## src/rtl/frame1101_tx.sv

```systemverilog
// Serial frame transmitter: preamble 1101, MSB-first payload with zero-bit stuffing, idle gap.
// Define FRAME_PARITY_EN to append an even-parity bit after the payload LSB.
module frame1101_tx #(
    parameter int unsigned DATA_W  = 8,
    parameter int unsigned GAP_LEN = 2
) (
    input  logic              clk,
    input  logic              reset,
    input  logic              in_valid,
    input  logic [DATA_W-1:0] in_data,
    output logic              in_ready,
    output logic              out,
    output logic              frame_active,
    output logic              done
);

`ifdef FRAME_PARITY_EN
    localparam int unsigned FRAME_W = DATA_W + 1;
`else
    localparam int unsigned FRAME_W = DATA_W;
`endif
    localparam int unsigned RW = $clog2(FRAME_W + 1);
    localparam int unsigned GW = $clog2(GAP_LEN + 1);
    localparam logic [3:0] PREAMBLE = 4'b1101;

    typedef enum logic [2:0] {IDLE, PRE, DATA, STUFF, GAP} state_t;

    state_t             state_q, state_d;
    logic [FRAME_W-1:0] shreg_q, shreg_d;
    logic [RW-1:0]      rem_q, rem_d;
    logic [1:0]         pre_idx_q, pre_idx_d;
    logic [GW-1:0]      gap_cnt_q, gap_cnt_d;
    logic [2:0]         hist_q, hist_d;
    logic               out_q, out_d;
    logic               frame_active_q, frame_active_d;
    logic               done_q, done_d;
    logic               in_ready_q, in_ready_d;
    logic [FRAME_W-1:0] load_word;
    logic [1:0]         pre_sel;
    logic               emit;

`ifdef FRAME_PARITY_EN
    assign load_word = {in_data, ^in_data};
`else
    assign load_word = in_data;
`endif

    assign pre_sel = ~pre_idx_q;

    always_comb begin
        state_d        = state_q;
        shreg_d        = shreg_q;
        rem_d          = rem_q;
        pre_idx_d      = pre_idx_q;
        gap_cnt_d      = gap_cnt_q;
        hist_d         = hist_q;
        out_d          = out_q;
        frame_active_d = frame_active_q;
        done_d         = 1'b0;
        emit           = 1'b0;

        case (state_q)
            IDLE: begin
                out_d = 1'b0;
                if (in_valid && in_ready_q) begin
                    state_d        = PRE;
                    pre_idx_d      = 2'd1;
                    out_d          = PREAMBLE[3];
                    frame_active_d = 1'b1;
                    // history cleared, then the first preamble bit shifted in
                    hist_d         = {2'b00, PREAMBLE[3]};
                    shreg_d        = load_word;
                    rem_d          = RW'(FRAME_W);
                end
            end
            PRE: begin
                if (pre_idx_q != 2'd0) begin
                    out_d     = PREAMBLE[pre_sel];
                    pre_idx_d = pre_idx_q + 2'd1;
                end else begin
                    emit = 1'b1;
                end
            end
            DATA, STUFF: emit = 1'b1;
            GAP: begin
                out_d = 1'b0;
                if (gap_cnt_q == GW'(GAP_LEN)) begin
                    state_d = IDLE;
                end else begin
                    gap_cnt_d = gap_cnt_q + GW'(1);
                end
            end
            default: begin
                state_d        = IDLE;
                out_d          = 1'b0;
                frame_active_d = 1'b0;
            end
        endcase

        // Next line bit once the preamble is out: end of frame, stuffed zero, or payload bit.
        if (emit) begin
            if (rem_q == '0) begin
                state_d        = GAP;
                out_d          = 1'b0;
                frame_active_d = 1'b0;
                done_d         = 1'b1;
                gap_cnt_d      = GW'(1);
            end else if (hist_q == 3'b110) begin
                state_d = STUFF;
                out_d   = 1'b0;
            end else begin
                state_d = DATA;
                out_d   = shreg_q[FRAME_W-1];
                shreg_d = shreg_q << 1;
                rem_d   = rem_q - RW'(1);
            end
        end

        if (state_q != IDLE && frame_active_d) begin
            hist_d = {hist_q[1:0], out_d};
        end

        in_ready_d = (state_d == IDLE);
    end

    always_ff @(posedge clk) begin
        if (reset) begin
            state_q        <= IDLE;
            shreg_q        <= '0;
            rem_q          <= '0;
            pre_idx_q      <= '0;
            gap_cnt_q      <= '0;
            hist_q         <= '0;
            out_q          <= 1'b0;
            frame_active_q <= 1'b0;
            done_q         <= 1'b0;
            in_ready_q     <= 1'b1;
        end else begin
            state_q        <= state_d;
            shreg_q        <= shreg_d;
            rem_q          <= rem_d;
            pre_idx_q      <= pre_idx_d;
            gap_cnt_q      <= gap_cnt_d;
            hist_q         <= hist_d;
            out_q          <= out_d;
            frame_active_q <= frame_active_d;
            done_q         <= done_d;
            in_ready_q     <= in_ready_d;
        end
    end

    assign out          = out_q;
    assign frame_active = frame_active_q;
    assign done         = done_q;
    assign in_ready     = in_ready_q;

endmodule

```

## config.mk

```make
export PLATFORM = sky130hd
export DESIGN_NAME = frame1101_tx
export DESIGN_NICKNAME = d
export VERILOG_FILES = /design/src/rtl/frame1101_tx.sv
export SDC_FILE = /design/constraint.sdc
export NUM_CORES = 1
export LEC_CHECK = 0
export ABC_AREA = 1
export CAP_MARGIN = 0
export CORE_MARGIN = 2
export CORE_UTILIZATION = 35
export CTS_CLUSTER_SIZE = 8
export DETAILED_ROUTE_END_ITERATION = 16
export GPL_ROUTABILITY_DRIVEN = 0
export GPL_TIMING_DRIVEN = 0
export PLACE_DENSITY = 0.54
export SETUP_SLACK_MARGIN = 0.1
export SKIP_LAST_GASP = 1
export SLEW_MARGIN = 20
export SYNTH_ARGS = -nofsm -noshare
export SYNTH_HDL_FRONTEND = slang
export SYNTH_SLANG_ARGS = --single-unit
```

## constraint.sdc

```tcl
create_clock -name clk -period 1.5 [get_ports clk]
set_clock_uncertainty 0.15 [all_clocks]
set_input_delay 0.225 -clock clk [delete_from_list [all_inputs] [get_ports clk]]
set_output_delay 0.225 -clock clk [all_outputs]
set_load 0.03 [all_outputs]
```

# Word-level counts from Yosys, hierarchy flattened
# Cells that the tools add are included.
[word_totals]
reg_bits = 26
latchBits = 0
ram_bits = 0
romBits = 0
in_bits = 11
output_inout_bits = 4
word_cells = 81
memories = 0
[op_classes]
addsub = 3
mul = 0
div_mod_pow = 0
order_cmp = 1
eq_ne = 8
shifts = 0
muxes = 41
bitwise_logic = 2
reduce_logical = 16
[op_table]
columns = ["op", "n"]
rows = [
  ["8-bit two-way mux", 5],
  ["3-bit two-way mux", 7],
  ["4-bit two-way mux", 5],
  ["1-bit two-way mux", 12],
  ["2-bit two-way mux", 6],
  ["3-bit case mux with 3 select lines", 1],
  ["2-bit nonzero test", 4],
  ["3-bit by 2-bit equality test with 1-bit output (second input constant)", 2],
  ["3-bit equality test (second input constant)", 2],
  ["3-bit zero test", 2],
  ["2-bit by 1-bit adder with 2-bit output (second input constant)", 2],
  ["4-bit zero test", 1],
  ["2-bit inequality test (second input constant)", 2],
  ["1-bit case mux with 2 select lines", 2],
  ["2-bit case mux with 2 select lines", 1],
  ["2-bit OR reduction", 2],
  ["4-bit OR reduction", 1],
  ["4-bit by 1-bit subtractor with 4-bit output (second input constant)", 1],
  ["3-bit by 1-bit equality test with 1-bit output (second input constant)", 1],
  ["2-bit by 3-bit < comparator with 1-bit output (second input constant)", 1],
  ["1-bit case mux with 3 select lines", 1],
  ["3-bit AND reduction", 1],
  ["3-bit nonzero test", 1],
  ["3-bit OR reduction", 1],
  ["other kinds (6)", 7],
]

# Logic depth before layout (Yosys ltp)
# Gate-level depths: netlist of run 1.
[logic_depth]
word_depth = 8
depth_mapped = 12
depth_no_buf = 12

# Least setup slack after synthesis of run 1
# OpenSTA, ideal clock, no wires.
[synth_timing]
path_kind = "reg2reg"
start = "reg pre_idx_q[0]"
end = "reg hist_q[0]"
setup_ps = 113
arrival_time_ps = 1249
t_required_ps = 1237
setup_slack_ps = -12
path_stages_with_launch = 13
n_path_buf = 0
synth_period_minus_slack_ps = 1512
path_cell_list = "dfxtp_1 -> inv_1 -> ha_1 -> nand2_2 -> nand2_2 -> nand2_4 -> inv_1 -> nand2_2 -> nand3_2 -> nor2_2 -> nand2_1 -> nand2_1 -> nor2_1"
[synth_between]
elab_chain_len = 7
word_cells_on_any_way = 15
[synth_rtl]
columns = ["item", "line", "source"]
rows = [
  ["start, declared", "31", "logic [1:0] pre_idx_q, pre_idx_d;"],
  ["start signal, assigned", "142", "pre_idx_q <= pre_idx_d;"],
  ["2-bit NOT or 2-bit nonzero test (tied branches)", "48, 77", ""],
  ["1-bit binary-select mux with 2-bit select or 1-bit two-way mux (tied branches)", "78, 77", ""],
  ["1-bit two-way mux (implied by the code) or 1-bit case mux with 2 select lines (tied branches)", "78, 62", ""],
  ["1-bit two-way mux (on tied branches)", "77, 101", ""],
  ["1-bit case mux with 3 select lines or 1-bit logical AND (tied branches)", "62, 119", ""],
  ["1-bit two-way mux or 2-bit nonzero test (tied branches)", "--", ""],
  ["3-bit two-way mux or 2-bit AND reduction (tied branches)", "--", ""],
  ["end signal, assigned", "144", "hist_q <= hist_d;"],
  ["end, declared", "33", "logic [2:0] hist_q, hist_d;"],
]
# Several ways; a longest one is shown, not always the timed one. The select of a mux whose other input is x is not followed.
# A chain may end at the register's enable or synchronous reset.

# Final worst setup path of run 1
[layout_timing]
start = "reg pre_idx_q[0]"
end = "reg hist_q[1]"
[layout_between]
elab_chain_len = 7
word_cells_on_any_way = 9
[layout_rtl]
columns = ["item", "line", "source"]
rows = [
  ["2-bit nonzero test *", "77", "if (pre_idx_q != 2'd0) begin"],
  ["1-bit two-way mux *", "77", ""],
  ["1-bit case mux with 2 select lines *", "62", "case (state_q)"],
  ["1-bit two-way mux *", "101", "if (emit) begin"],
  ["1-bit logical AND *", "119", "if (state_q != IDLE && frame_active_d) begin"],
  ["2-bit nonzero test (no source line)", "--", ""],
  ["2-bit AND reduction (no source line)", "--", ""],
]
# Every way passes the cells marked *; elsewhere a longest branch is shown, timed or not.

==> flow_summary_export.csv, run 1 <==
group,metric,value,unit
timing,worst_slew_pin_slew,0.503,ns
global_route,grt_pass1_vias,1174,
worst_setup_path,critPathMaxFanout,4,
worst_setup_path,r2r_end,"hist_q[1]",
clock_tree,clk_latency,0.32,ns
clock_tree,cts_tree,"yes",
routing,firstDrtPassIters,4,
synth,synth_area_leader_cell,"dfxtp_1",
placement,place_inst,226,
synth,synth_area_leaders,"dfxtp_1 (41%), nand2_1 (8.8%), inv_1 (6.4%)",
worst_setup_path,cp-startpoint,"pre_idx_q[0]",
hold_path,hp-class,"primary input to flop",
layout,n_antenna_cell,0,
global_route,grt_first_pass_wirelength,4840,microns
timing,rsz0062_at_grt,"true",
worst_setup_path,path_cells,"inv_2 -> ha_4 -> nand2_2 -> nand2_2 -> nand2_4 -> inv_2 -> nand2_4 -> nand4_1 -> nand3_1 -> a21oi_1",
worst_setup_path,path_delay_family,"simple AND/OR/NAND/NOR gates",
synth,yosysSeqAreaShare,0.406,
floorplanning,start_util,0.375,
hold_path,min_path_cells,2,
clock_tree,clk_pin_slew_worst_paths,0.15,ns
synth,synth.distinct_cells,30,
floorplanning,num_io_pins,15,
global_route,grt_overflow_total,0,
floorplanning,dieArea,4160,sq um
synth,synth_top_cell_area_share,0.406,
floorplanning,num_rows,21,
layout,syn_to_final_growth,32.2,%
timing,holdWs,0.0751,ns
routing,via_per_inst,4.73,
worst_setup_path,critPathLaunchType,"flop",
clock_tree,cts_root_buffer,"clkbuf_4",
clock_tree,cts.sinks,26,
routing,routed_wl,2650,microns
worst_setup_path,crit-reg2reg-launch,"pre_idx_q[0]",
worst_setup_path,arrival,1.59,ns
power_and_ir_drop,power_density,1740,nW/um^2
layout,fin_area,1690,sq um
clock_tree,clk_path_buf_depth,2,
run_status,violations,"setup timing",
synth,synthCells,167,
layout,drive_above_1_share,0.325,
timing,final-setup-viol-count,8,
routing,initialDrtViolationCount,66,
synth,ys_ff_latch,26,
timing,fin_ws,-0.0336,ns
global_route,antenna_found_initial,0,
worst_setup_path,slowest_stage,"dfxtp_2",
hold_path,min_to,"shreg_q[4]",
synth,syn_area,1280,sq um
timing,period_minus_slack,1.53,ns
run,drv_cap,0,
floorplanning,die-width,64.5,microns
worst_setup_path,reg2reg_depth,10,
power_and_ir_drop,peakVddDrop,0.000614,V
placement,placed_area,1510,sq um
worst_setup_path,cpPeakStageDelay,0.37,ns
timing,drv_slew,0,
routing,wire_per_inst,11.0,microns
global_route,grt_max_degree,15,
hold_path,min_from,"reset",
worst_setup_path,crit_buf_inv,2,
floorplanning,die_h,64.5,microns
floorplanning,core,3420,sq um
routing,drtAntennaViolNets,0,
clock_tree,ctsHoldBuffers,0,
global_route,grtUsageTotal,0.146,
layout,final_nets,211,
placement,hpwl,1870,microns
placement,port-buffer-count,13,
run_status,status,"finished with violations",
power_and_ir_drop,total_power,0.00295,W
synth,syn_nets,183,
clock_tree,htree_levels,1,
routing,drcViolationCount,0,
worst_setup_path,path_class,"flop to flop",
layout,utilization,0.496,
worst_setup_path,end_kind,"flop",
power_and_ir_drop,leakagePower,0.708,nW
clock_tree,cts_buffers,3,
timing,relSlewSlack,0.665,
timing,fmax,0.652,GHz
worst_setup_path,critPathRequiredTime,1.56,ns
routing,vias,1135,
timing,min_period_over_period,1.02,
timing,hold_viol,0,
synth,syn_area_per_cell,7.67,sq um
synth,yosysWarnings,0,
layout,final-instance-count-excl-fill,240,
worst_setup_path,rrSetupSlack,-0.03,ns
-- placed cells by master (no fill, tap or decap), types with 2 or more instances in the layout --
master | Yosys | layout
dfxtp_1 | 26 | 18
nand2_4 | 2 | 3
nor2_4 | 1 | 6
nand3_4 | 0 | 2
a31oi_1 | 5 | 5
inv_4 | 0 | 2
inv_2 | 4 | 7
nand2_1 | 30 | 30
buf_4 | 1 | 11
ha_4 | 0 | 2
clkdlybuf4s50_1 | 0 | 9
clkbuf_4 | 0 | 3
dfxtp_2 | 0 | 8
nand2_2 | 3 | 2
ha_1 | 5 | 3
clkdlybuf4s15_2 | 0 | 3
o21ai_0 | 10 | 8
nor2_1 | 16 | 12
nand3_1 | 7 | 7
o21ai_1 | 5 | 7
a21oi_1 | 7 | 7
a211oi_2 | 4 | 5
inv_1 | 22 | 17
-- Yosys cell counts --
library cell  number
a211oi_1           2
a211oi_2           4
a21oi_1            7
a21oi_2            1
a221oi_1           1
a31oi_1            5
buf_2              2
buf_4              1
buf_6              1
clkbuf_1           1
dfxtp_1           26
ha_1               5
inv_1             22
inv_2              4
nand2_1           30
nand2_2            3
nand2_4            2
nand3_1            7
nand3_2            3
nand4_1            1
nor2_1            16
nor2_2             2
nor2_4             1
nor3_1             1
o21ai_0           10
o21ai_1            5
or2_1              1
or2_2              1
xnor2_1            1
xor2_1             1
-- state kept, by name, indices dropped and copies added (netlist names) --
| register | cells |
|---|---|
| frame_active | 1 |
| gap_cnt_q | 2 |
| done | 1 |
| hist_q | 3 |
| shreg_q | 8 |
| in_ready | 1 |
| rem_q | 4 |
| state_q | 3 |
| pre_idx_q | 2 |
| out | 1 |
-- final cells by class --
type	count	area, sq um
Inverter	26	103
Multi-Input combinational cell	110	716
Clock buffer	4	36.3
Buffer	5	47.5
Sequential cell	26	531
Tap cell	46	57.6
Timing Repair Buffer	23	204
Fill cell	355	1720
-- kinds of logic after synthesis --
logic type      synth area share
simple gates               0.255
compound gates             0.175
buf+inv                    0.102
xor+xnor                  0.0137
fa+ha+maj                 0.0488
flops                      0.406
-- metal layers --
| layer | global-route usage | wire [microns] | vias up |
|---|---|---|---|
| met3 | 0.0260 | 55 | 4 |
| met2 | 0.268 | 1300 | 8 |
| met5 | 0 | 0 | - |
| met1 | 0.174 | 1260 | 531 |
| li1 | - | - | 592 |
| met4 | 0.0399 | 34 | 0 |
-- where the power goes --
| part | total [W] | switching (W) | internal [W] | leakage, nW |
|---|---|---|---|---|
| registers | 0.00107 | 0.000147 | 0.000920 | 0.216 |
| clock network | 0.000363 | 0.000215 | 0.000148 | 0.0210 |
| logic | 0.00152 | 0.000861 | 0.000663 | 0.471 |
| total | 0.00295 | 0.00122 | 0.00173 | 0.708 |
-- worst max-delay path by stage --
stage	end	slack, ns	depth (start not counted)
final	hist_q[1]	-0.03	10
after global routing	hist_q[1]	-0.13	10
after CTS	shreg_q[3]	-0.05	9
after global placement	hist_q[0]	-0.27	10
after floorplan	hist_q[0]	0.04	12
after detailed placement	hist_q[0]	-0.25	10
-- metrics by stage --
stage | worst slack, ns | TNS [ns]
after floorplan | 0.0437 | 0
after global placement | -0.266 | -2.84
after detailed placement | -0.249 | -2.89
after CTS | -0.0470 | -0.239
after global routing | -0.126 | -1.27
final | -0.0336 | -0.168
-- what timing repair did --
action / in CTS / in global routing
resized for setup: 25 / 8
setup endpoints to repair: 21 / 23
setup buffers: 7 / 3
cloned: 0 / 0
pin swaps: 9 / 1
Power figures use the tool's default switching activity.
==> run 2, diff against run 1 <==
--- a/config.mk
+++ b/config.mk
@@ -7,16 +7,19 @@
 export LEC_CHECK = 0
 export ABC_AREA = 1
 export CAP_MARGIN = 0
+export CELL_PAD_IN_SITES_DETAIL_PLACEMENT = 0
+export CELL_PAD_IN_SITES_GLOBAL_PLACEMENT = 1
 export CORE_MARGIN = 2
 export CORE_UTILIZATION = 35
 export CTS_CLUSTER_SIZE = 8
 export DETAILED_ROUTE_END_ITERATION = 16
 export GPL_ROUTABILITY_DRIVEN = 0
 export GPL_TIMING_DRIVEN = 0
-export PLACE_DENSITY = 0.54
+export PLACE_DENSITY = 0.7
 export SETUP_SLACK_MARGIN = 0.1
+export SKIP_CTS_REPAIR_TIMING = 1
 export SKIP_LAST_GASP = 1
-export SLEW_MARGIN = 20
+export SLEW_MARGIN = 30
 export SYNTH_ARGS = -nofsm -noshare
 export SYNTH_HDL_FRONTEND = slang
 export SYNTH_SLANG_ARGS = --single-unit
==> flow_summary_export.csv, run 2 (synthesized netlist as in run 1, its figures left out) <==
group,metric,value,unit
routing,drtAntennaViolNets,0,
placement,hpwl,1930,microns
layout,n_antenna_cell,0,
global_route,grt_overflow_total,0,
layout,final_nets,212,
clock_tree,cts.sinks,26,
timing,hold_viol,0,
power_and_ir_drop,power_density,1700,nW/um^2
power_and_ir_drop,seqPwrFrac,0.354,
timing,min_period_over_period,1.08,
layout,fin_area,1780,sq um
worst_setup_path,end_kind,"flop",
global_route,grt_max_degree,14,
routing,vias,1162,
timing,fmax,0.614,GHz
power_and_ir_drop,p_int,0.00174,W
layout,top_regs,"shreg_q (8), rem_q (4)",
global_route,grt_first_pass_wirelength,4530,microns
routing,drcViolationCount,0,
run_status,status,"finished with violations",
run,drv_cap,0,
clock_tree,clk_path_buf_depth,2,
layout,drive_above_1_share,0.351,
routing,firstDrtPassIters,5,
placement,port-buffer-count,13,
power_and_ir_drop,combPwrFrac,0.548,
routing,wire_per_inst,11.6,microns
power_and_ir_drop,total_power,0.00302,W
layout,most-common-layout-cells,"nand2_1 (28), dfxtp_1 (20), inv_1 (17), nor2_1 (9), clkdlybuf4s50_1 (9)",
clock_tree,cts_root_buffer,"clkbuf_4",
floorplanning,start_util,0.375,
timing,worst_slew_pin_slew,0.480,ns
worst_setup_path,critPathMaxFanout,5,
floorplanning,core,3420,sq um
routing,routed_wl,2790,microns
layout,largest_reg_flops,8,
layout,final_common_cell,"nand2_1",
layout,syn_to_final_growth,38.8,%
global_route,antenna_found_initial,0,
timing,relSlewSlack,0.680,
floorplanning,die_h,64.5,microns
worst_setup_path,arrival,1.73,ns
worst_setup_path,path_class,"flop to flop",
global_route,grtUsageTotal,0.138,
timing,period_minus_slack,1.63,ns
power_and_ir_drop,p_sw_frac,0.425,
timing,fin_ws,-0.127,ns
floorplanning,dieArea,4160,sq um
power_and_ir_drop,power.switching,0.00128,W
timing,drv_slew,0,
timing,tns,-0.948,ns
timing,holdWs,0.0772,ns
placement,placed_area,1510,sq um
hold_path,hp-class,"primary input to flop",
timing,rsz0062_at_grt,"true",
layout,regMostFlops,"shreg_q",
timing,final-setup-viol-count,13,
clock_tree,cts_buffers,3,
floorplanning,num_io_pins,15,
floorplanning,die-width,64.5,microns
routing,initialDrtViolationCount,31,
clock_tree,clk_pin_slew_worst_paths,0.14,ns
worst_setup_path,critPathRequiredTime,1.61,ns
global_route,grt_pass1_vias,1029,
clock_tree,clk_latency,0.32,ns
layout,fill_cells,337,
run_status,violations,"setup timing",
power_and_ir_drop,peakVddDrop,0.000755,V
clock_tree,htree_levels,1,
worst_setup_path,critPathLaunchType,"flop",
clock_tree,cts_tree,"yes",
floorplanning,num_rows,21,
power_and_ir_drop,p_clk_frac,0.098,
routing,via_per_inst,4.84,
power_and_ir_drop,leakagePower,0.772,nW
==> run 2: critical path, stage by stage (launching register included) <==
cell and delay [ns]:
dfxtp_2 0.35, inv_2 0.07, ha_4 0.14, nand2_2 0.04
nand2_2 0.08, nand2_4 0.08, nor2_4 0.16, nand2_4 0.11
clkbuf_16 0.19, a211oi_2 0.18
==> run 2: stage by stage <==
stage,instances,setup WS [ns],utilization
3_3_place_gp,226,-0.275,0.442
3_5_place_dp,226,-0.268,0.442
5_1_grt,240,-0.205,0.521
2_1_floorplan,167,0.0437,-
6_report,240,-0.127,0.521
4_1_cts,229,-0.238,0.449
==> run 2: cell type report <==
| cell class | instances | area [sq um] | share of cell area |
|---|---|---|---|
| multi-input combinational | 111 | 783 | 0.441 |
| inverter | 26 | 103 | 0.0577 |
| tap | 46 | 57.6 | 0.0324 |
| clock buffer | 3 | 22.5 | 0.0127 |
| sequential | 26 | 528 | 0.297 |
| timing repair buffer | 23 | 240 | 0.135 |
| buffer | 5 | 43.8 | 0.0246 |
==> run 2: final timing paths <==
path                       end  slack [ns]         start  depth (start not counted)
hold / removal    pre_idx_q[1]        0.08         reset                          2
setup reg to reg    shreg_q[1]       -0.13  pre_idx_q[1]                          9
setup / recovery    shreg_q[1]       -0.13  pre_idx_q[1]                          9
hold reg to reg       rem_q[1]        0.34      rem_q[1]                          2
==> run 2: routing by layer <==
metal  wire length, microns  GRT usage  up-vias
li1                       -          -      596
met1                   1260      0.174      548
met2                   1430      0.238       14
met3                     69     0.0226        4
met4                     31     0.0479        0
met5                      0          0        -
==> run 2: power by group through the flow <==
stage	clock network (W)	logic (W)	registers [W]
finish	0.000297	0.00165	0.00107
global route	0.000337	0.00184	0.00110
CTS	0.000309	0.00128	0.00106
detailed placement	0	0.00127	0.00107
global placement	0	0.00125	0.00106
floorplan	0	0.000919	0.00112
